===== config.mk =====
export PLATFORM = sky130hd
export DESIGN_NAME = mult_share_arbiter
export DESIGN_NICKNAME = d
export VERILOG_FILES = /design/src/rtl/mult_share_arbiter.sv
export SDC_FILE = /design/constraint.sdc
export NUM_CORES = 1
export LEC_CHECK = 0
export CAP_MARGIN = 30
export CORE_AREA = 2 2 105 107
export DETAILED_ROUTE_END_ITERATION = 7
export DIE_AREA = 0 0 107 109
export GPL_TIMING_DRIVEN = 0
export PLACE_DENSITY = 0.63
export SETUP_SLACK_MARGIN = 0.2
export SYNTH_ARGS = -nofsm -noshare
export SYNTH_HDL_FRONTEND = slang
export SYNTH_SLANG_ARGS = --single-unit

===== constraint.sdc =====
create_clock -name clk_in -period 1.6 [get_ports clk_in]
set_clock_uncertainty 0.2 [all_clocks]
set_input_delay 0.4 -clock clk_in [delete_from_list [all_inputs] [get_ports clk_in]]
set_output_delay 0.4 -clock clk_in [all_outputs]
set_load 0.01 [all_outputs]

===== src/rtl/mult_share_arbiter.sv =====
// mult_share_arbiter: round-robin sharing of one streamed block multiplier between two requesters.
// The owner keeps the multiplier from the first operand block until its product's final pulse.
module mult_share_arbiter #(
  parameter int REGISTER_SIZE = 32,
  parameter int BITS_IN_NUM   = 4096
) (
  input  logic                       clk_in,
  input  logic                       rst_in,
  input  logic [1:0]                 req_in,
  input  logic [2*REGISTER_SIZE-1:0] n_in,
  input  logic [2*REGISTER_SIZE-1:0] m_in,
  input  logic [1:0]                 valid_in,
  output logic [1:0]                 grant_out,
  output logic [REGISTER_SIZE-1:0]   res_data_out,
  output logic [1:0]                 res_valid_out,
  output logic [1:0]                 res_final_out,
  output logic                       busy_out,
  output logic [REGISTER_SIZE-1:0]   mult_n_out,
  output logic [REGISTER_SIZE-1:0]   mult_m_out,
  output logic                       mult_valid_out,
  input  logic                       mult_ready_in,
  input  logic [REGISTER_SIZE-1:0]   mult_data_in,
  input  logic                       mult_valid_in,
  input  logic                       mult_final_in
);

  localparam int NUM_BLOCKS = BITS_IN_NUM / REGISTER_SIZE;
  localparam int CW         = $clog2(NUM_BLOCKS + 1);
  localparam logic [CW-1:0] LAST_BLK = CW'(NUM_BLOCKS - 1);
  localparam logic [CW-1:0] FULL_BLK = CW'(NUM_BLOCKS);
  localparam logic [CW-1:0] ONE_BLK  = CW'(1);

  typedef enum logic [1:0] {
    ST_IDLE  = 2'd0,
    ST_FEED  = 2'd1,
    ST_DRAIN = 2'd2
  } state_t;

  state_t          state_q, state_d;
  logic            owner_q, owner_d;
  logic            rr_last_q, rr_last_d;
  logic [CW-1:0]   blk_cnt_q, blk_cnt_d;
  logic [1:0]      grant_q, grant_d;
  logic            busy_q, busy_d;

  logic [REGISTER_SIZE-1:0] owner_n_s;
  logic [REGISTER_SIZE-1:0] owner_m_s;
  logic                     owner_valid_s;

  assign owner_n_s     = owner_q ? n_in[2*REGISTER_SIZE-1:REGISTER_SIZE] : n_in[REGISTER_SIZE-1:0];
  assign owner_m_s     = owner_q ? m_in[2*REGISTER_SIZE-1:REGISTER_SIZE] : m_in[REGISTER_SIZE-1:0];
  // A full load is never extended, even if the owner keeps valid high.
  assign owner_valid_s = valid_in[owner_q] && (blk_cnt_q < FULL_BLK);

  always_comb begin
    state_d   = state_q;
    owner_d   = owner_q;
    rr_last_d = rr_last_q;
    blk_cnt_d = blk_cnt_q;
    grant_d   = grant_q;
    busy_d    = busy_q;
    case (state_q)
      ST_IDLE: begin
        blk_cnt_d = '0;
        if (mult_ready_in && (req_in != 2'b00)) begin
          owner_d = (req_in == 2'b11) ? ~rr_last_q : req_in[1];
          state_d = ST_FEED;
          grant_d = owner_d ? 2'b10 : 2'b01;
          busy_d  = 1'b1;
        end else begin
          grant_d = 2'b00;
          busy_d  = 1'b0;
        end
      end
      ST_FEED: begin
        if (owner_valid_s) begin
          blk_cnt_d = blk_cnt_q + ONE_BLK;
          if (blk_cnt_q == LAST_BLK) begin
            state_d = ST_DRAIN;
            grant_d = 2'b00;
          end else begin
            state_d = ST_FEED;
          end
        end else begin
          blk_cnt_d = blk_cnt_q;
        end
      end
      ST_DRAIN: begin
        if (mult_final_in) begin
          state_d   = ST_IDLE;
          rr_last_d = owner_q;
          busy_d    = 1'b0;
        end else begin
          state_d = ST_DRAIN;
        end
      end
      default: begin
        state_d = ST_IDLE;
        grant_d = 2'b00;
        busy_d  = 1'b0;
      end
    endcase
  end

  // State and registered status outputs.
  always_ff @(posedge clk_in) begin
    if (rst_in) begin
      state_q   <= ST_IDLE;
      owner_q   <= 1'b0;
      rr_last_q <= 1'b1;
      blk_cnt_q <= '0;
      grant_q   <= 2'b00;
      busy_q    <= 1'b0;
    end else begin
      state_q   <= state_d;
      owner_q   <= owner_d;
      rr_last_q <= rr_last_d;
      blk_cnt_q <= blk_cnt_d;
      grant_q   <= grant_d;
      busy_q    <= busy_d;
    end
  end

  // Zero-latency routing of operands to the multiplier and products back to the owner.
  always_comb begin
    mult_n_out     = '0;
    mult_m_out     = '0;
    mult_valid_out = 1'b0;
    res_data_out   = '0;
    res_valid_out  = 2'b00;
    res_final_out  = 2'b00;
    if (state_q == ST_FEED) begin
      mult_n_out     = owner_n_s;
      mult_m_out     = owner_m_s;
      mult_valid_out = owner_valid_s;
    end else if (state_q == ST_DRAIN) begin
      res_data_out  = mult_data_in;
      res_valid_out = {mult_valid_in & owner_q, mult_valid_in & ~owner_q};
      res_final_out = {mult_final_in & owner_q, mult_final_in & ~owner_q};
    end else begin
      res_data_out = '0;
    end
  end

  assign grant_out = grant_q;
  assign busy_out  = busy_q;

endmodule


Word level (Yosys, flattened, before mapping):

Cells that the tools add are included.

* output and inout port bits: 104
* input bits: 169
* flip-flop bits (word level): 15

* equality and inequality tests: 8
* bitwise logic cells: 8
* muxes and demuxes: 29
* $lt $le $gt $ge: 2
* reduce and logical (&&, ||, !) cells: 11
* add/subtract/negate cells: 1

Operators with widths (number)
* $mux W32: 6
* $mux W2: 12
* $pmux W8 S2: 1
* $pmux W2 S3: 2
* $reduce_and A2 Y1: 5
* $add A8 B1 Y8 const B: 1
* $eq A8 B7 Y1 const B: 1
* $lt A8 B8 Y1 const B: 1
* $mux W8: 1
* $ne A2 B2 Y1 const B: 4
* $mux W1: 6
* $and A1 B1 Y1: 4
* $eq A2 B2 Y1 const B: 2
* $not A1 Y1: 4
* $reduce_bool A2 Y1: 2
* $pmux W1 S3: 1
* $reduce_and A3 Y1: 1
* $eq A2 B1 Y1 const B: 1
* $logic_and A1 B1 Y1: 2
* $logic_not A2 Y1: 1
* $lt A1 B2 Y1 const B: 1

Longest topological paths before layout:

Gate-level depths: netlist (run 1).

* depth after elaboration: 5
* depth in mapped cells: 5
* mapped depth without buffers: 5

Least setup slack after synthesis (run 1):

OpenSTA, ideal clock, no wires.

* path type: reg-to-output
* start point: register state_q[1]
* end point: output port mult_m_out[10]
* setup slack: -234 ps
* arrival time: 1234 ps
* required time: 1000 ps
* cell stages (with the launch flop): 6
* buffers on the path: 3
* cell sequence: dfxtp_1 > nand2b_1 > buf_2 > buf_2 > buf_1 > nor2_1

* cells in the longest elaborated chain, start to end: 2

RTL lines
* start: declaration: RTL line 39 `state_t state_q, state_d;`
* start signal: assignment: RTL line 115 `state_q <= state_d;`
* $eq A2 B1 Y1: RTL line 132 `if (state_q == ST_FEED) begin`
* $mux W32: RTL line 132
* end: declaration: RTL line 19 `output logic [REGISTER_SIZE-1:0] mult_m_out,`

No other way between the ends.

Final worst setup path (run 1):

* start point: register state_q[1]
* end point: output port mult_m_out[19]

Same word-level chain as after synthesis.

==> results of run 1 <==
==> worst register-to-register path, stage by stage (launching register included) <==
cell and delay (ns):
dfxtp_4 0.36, buf_12 0.14, buf_4 0.14, mux2i_4 0.19
buf_6 0.12, or4_4 0.45, o22a_1 0.18, nor2_1 0.07
==> cell families (layout without fill, tap and decap cells) <==
| family | count (synthesis) | after routing | share of synthesized area, % |
|---|---|---|---|
| AO/OA/AOI/OAI | 25 | 25 | 8.29 |
| AND/OR/NAND/NOR | 138 | 138 | 35.2 |
| buffers and inverters | 21 | 338 | 4.71 |
| adder cells (fa/ha/maj) | 1 | 1 | 0.663 |
| multiplexers | 66 | 66 | 35.2 |
| flip-flops | 15 | 15 | 15.9 |
==> area by class of cell <==
cell class	instances	area share, %
tap	140	2.61
multi-input combinational	230	36.6
timing repair buffer	313	49.4
buffer	21	6.01
clock buffer	4	0.672
sequential	15	4.71
==> layout by cell type, fill, tap and decap left out, types with 5 or more instances in the layout <==
cell type	Yosys	final
nand2_1	8	5
dfxtp_1	15	9
mux2i_2	1	6
nor2_4	0	40
mux2i_4	0	35
buf_2	5	30
buf_6	0	86
nor2_1	77	35
buf_8	0	8
clkdlybuf4s50_1	0	166
clkbuf_16	0	12
mux2i_1	65	25
a21oi_1	10	6
buf_12	0	15
buf_4	1	10
and2_4	0	32
==> per-stage QoR <==
step / util [%] / setup slack (ns)
4_1_cts: 58.8 / -0.490
3_3_place_gp: 52.4 / -0.929
2_1_floorplan: - / -0.0635
5_1_grt: 63.2 / -0.521
3_5_place_dp: 52.4 / -0.939
6_report: 63.2 / -0.462
==> timing repair <==
item | 4_1_cts | 5_1_grt
gates cloned | 5 | 8
endpoints found under the setup margin | 119 | 116
resized for setup | 511 | 98
pin swaps | 10 | 20
buffers inserted | 20 | 8
==> power by group <==
group	leakage, nW	internal, W	total, W	switching, W
logic	2.45	0.000956	0.00154	0.000581
clock network	0.0228	0.000176	0.000310	0.000133
registers	0.125	0.000380	0.000390	0.0000106
==> worst max path at each step <==
stage                           start             end
final                      state_q[1]  mult_m_out[19]
after CTS                     owner_q   mult_n_out[0]
after floorplan            state_q[1]  mult_n_out[21]
after global routing          owner_q  mult_n_out[25]
after detailed placement  valid_in[1]  mult_valid_out
after global placement    valid_in[1]  mult_valid_out
==> state kept, by name (all words and copies together) (netlist names) <==
signal,flops
blk_cnt_q,8
busy_out,1
grant_out,2
state_q,2
owner_q,1
rr_last_q,1
==> layer usage <==
metal	part of all wire [%]	vias to the layer above	wire length [um]
li1	-	1552	-
met1	38	1462	4760
met2	55	107	6970
met3	6.1	6	768
met4	0.86	0	109
met5	0	-	0
==> out/results.ini, run 1 <==
[run_status]
status = complete, but fails checks
violations = negative setup slack

[yosys]
yosys_register_bits = 15
synthArstFlopShare_pct = 0
syn_avg_cell_area_um2 = 7.09
synth_area_um2 = 1890
yosys_warnings = 0
synth_top_area_share_pct = 34.5
ys_top_cells_by_area = mux2i_1 34%, dfxtp_1 16%, nor2_1 15%, and2_1 11%, a21oi_1 2.7%
synth_edf_count = 0
yosysMostFrequentCell = nor2_1
synth_cell_types = 32
ys_seq_area_share_pct = 15.9
syn_nets = 436
syn_inst = 266
yosysTopAreaCell = mux2i_1
synthTopCellsByCount = 77 x nor2_1, 65 x mux2i_1, 32 x and2_1, 15 x dfxtp_1, 10 x a21oi_1
ys.flop_type = dfxtp_1

[final_layout]
final_area_um2 = 6700
antennaDiodeCount = 0
nNetsFinal = 754
ff_latch_area_um2 = 315
fillers = 879
drive_gt1_share_pct = 53.2
area_delta_synth_final_pct = 255
multi_input_area_um2 = 2450
stdcell_count = 723

[sta]
finalMaxSlewViolations = 0
finalCritPeriodShare_pct = 129
rsz0062_at_grt = true
relSlewSlack_pct = 66.3
setup_ws_ns = -0.462
final-hold-violation-count = 0
tns_ns = -40.11
hold_ws_ns = 0.257
fmax_mhz = 485
setup_viol = 113
worst_slew_pin_slew_ns = 0.504
timing.final.crit_period_ns = 2.06

[clock_network]
h-tree-depth = 1
cts_buffers = 3
cts_max_path_buffers = 2
cts_hold_buf = 0
insertion_delay_ns = 0.25
cts-root-buf = clkbuf_8
clk_pin_slew_ns = 0.06
cts_tree = built
clock_sinks = 15

[route]
wirelength_um = 12600
vias = 3127
viasPerCell = 4.33
ant_nets = 0
remaining_drc_errors = 0
first_pass_iters = 4
dr.first_iter.drc_count = 114
wire_per_inst_um = 17.4

[critical_path]
slowest_delay_ns = 0.35
path_cells = nand2b_4, buf_6, buf_12, buf_12, buf_12, nor2_4, buf_6
rrSetupSlack_ns = -0.31
startpoint_type = register
cpMaxStageDelayCell = dfxtp_4
cpMostUsedCell = buf_12
required_ns = 1.00
arrival_ns = 1.46
path_delay_family = buffers and inverters
worst-path-buf-inv = 5
r2r_start = owner_q
critPathCaptureType = primary output
crit_type = reg -> out
rr_worst_depth = 7
crit_fanout = 6
worstReg2RegEnd = state_q[1]
cp.depth = 7

[floorplanning]
core-area_um2 = 10600
die_x_um = 107
num_rows = 38
start_util_pct = 17.8
io_pins = 273
die-area_um2 = 11700
die_h_um = 109

[worst_hold_path]
hp-class = reg -> reg
worstHoldEndpoint = busy_out
hp-start = busy_out
min_delay_path_depth = 2

[global_routing]
grt_pass1_vias = 3041
overflow = 0
top_usage_layer = met2
grt_usage_pct = 18.5
use_met2_pct = 35.7
grt_antenna_before_repair = 0
grt_max_degree = 11
grt_pass1_wl_um = 17100
grt_use_met3_pct = 4.00
met1_usage_pct = 21.8

[place]
gp_congestion = 0.775
dp_hpwl_um = 9190
portBuffers = 272
placedCellCount = 678
placed_cell_area_um2 = 5550

[power]
powerDensity_nw_per_um2 = 334
totalPowerFinal_w = 0.00224
leakage_nw = 2.59
irDropWorstVdd_uv = 568

[job]
maxCapViolCount = 0

Power figures use the tool's default switching activity.
==> run 2, diff against run 1 <==
--- a/config.mk
+++ b/config.mk
@@ -12,6 +12,7 @@
 export GPL_TIMING_DRIVEN = 0
 export PLACE_DENSITY = 0.63
 export SETUP_SLACK_MARGIN = 0.2
+export SLEW_MARGIN = 10
 export SYNTH_ARGS = -nofsm -noshare
 export SYNTH_HDL_FRONTEND = slang
 export SYNTH_SLANG_ARGS = --single-unit
==> results of run 2 <==
The final DEF is identical to that of run 1; final timing and power are the same.
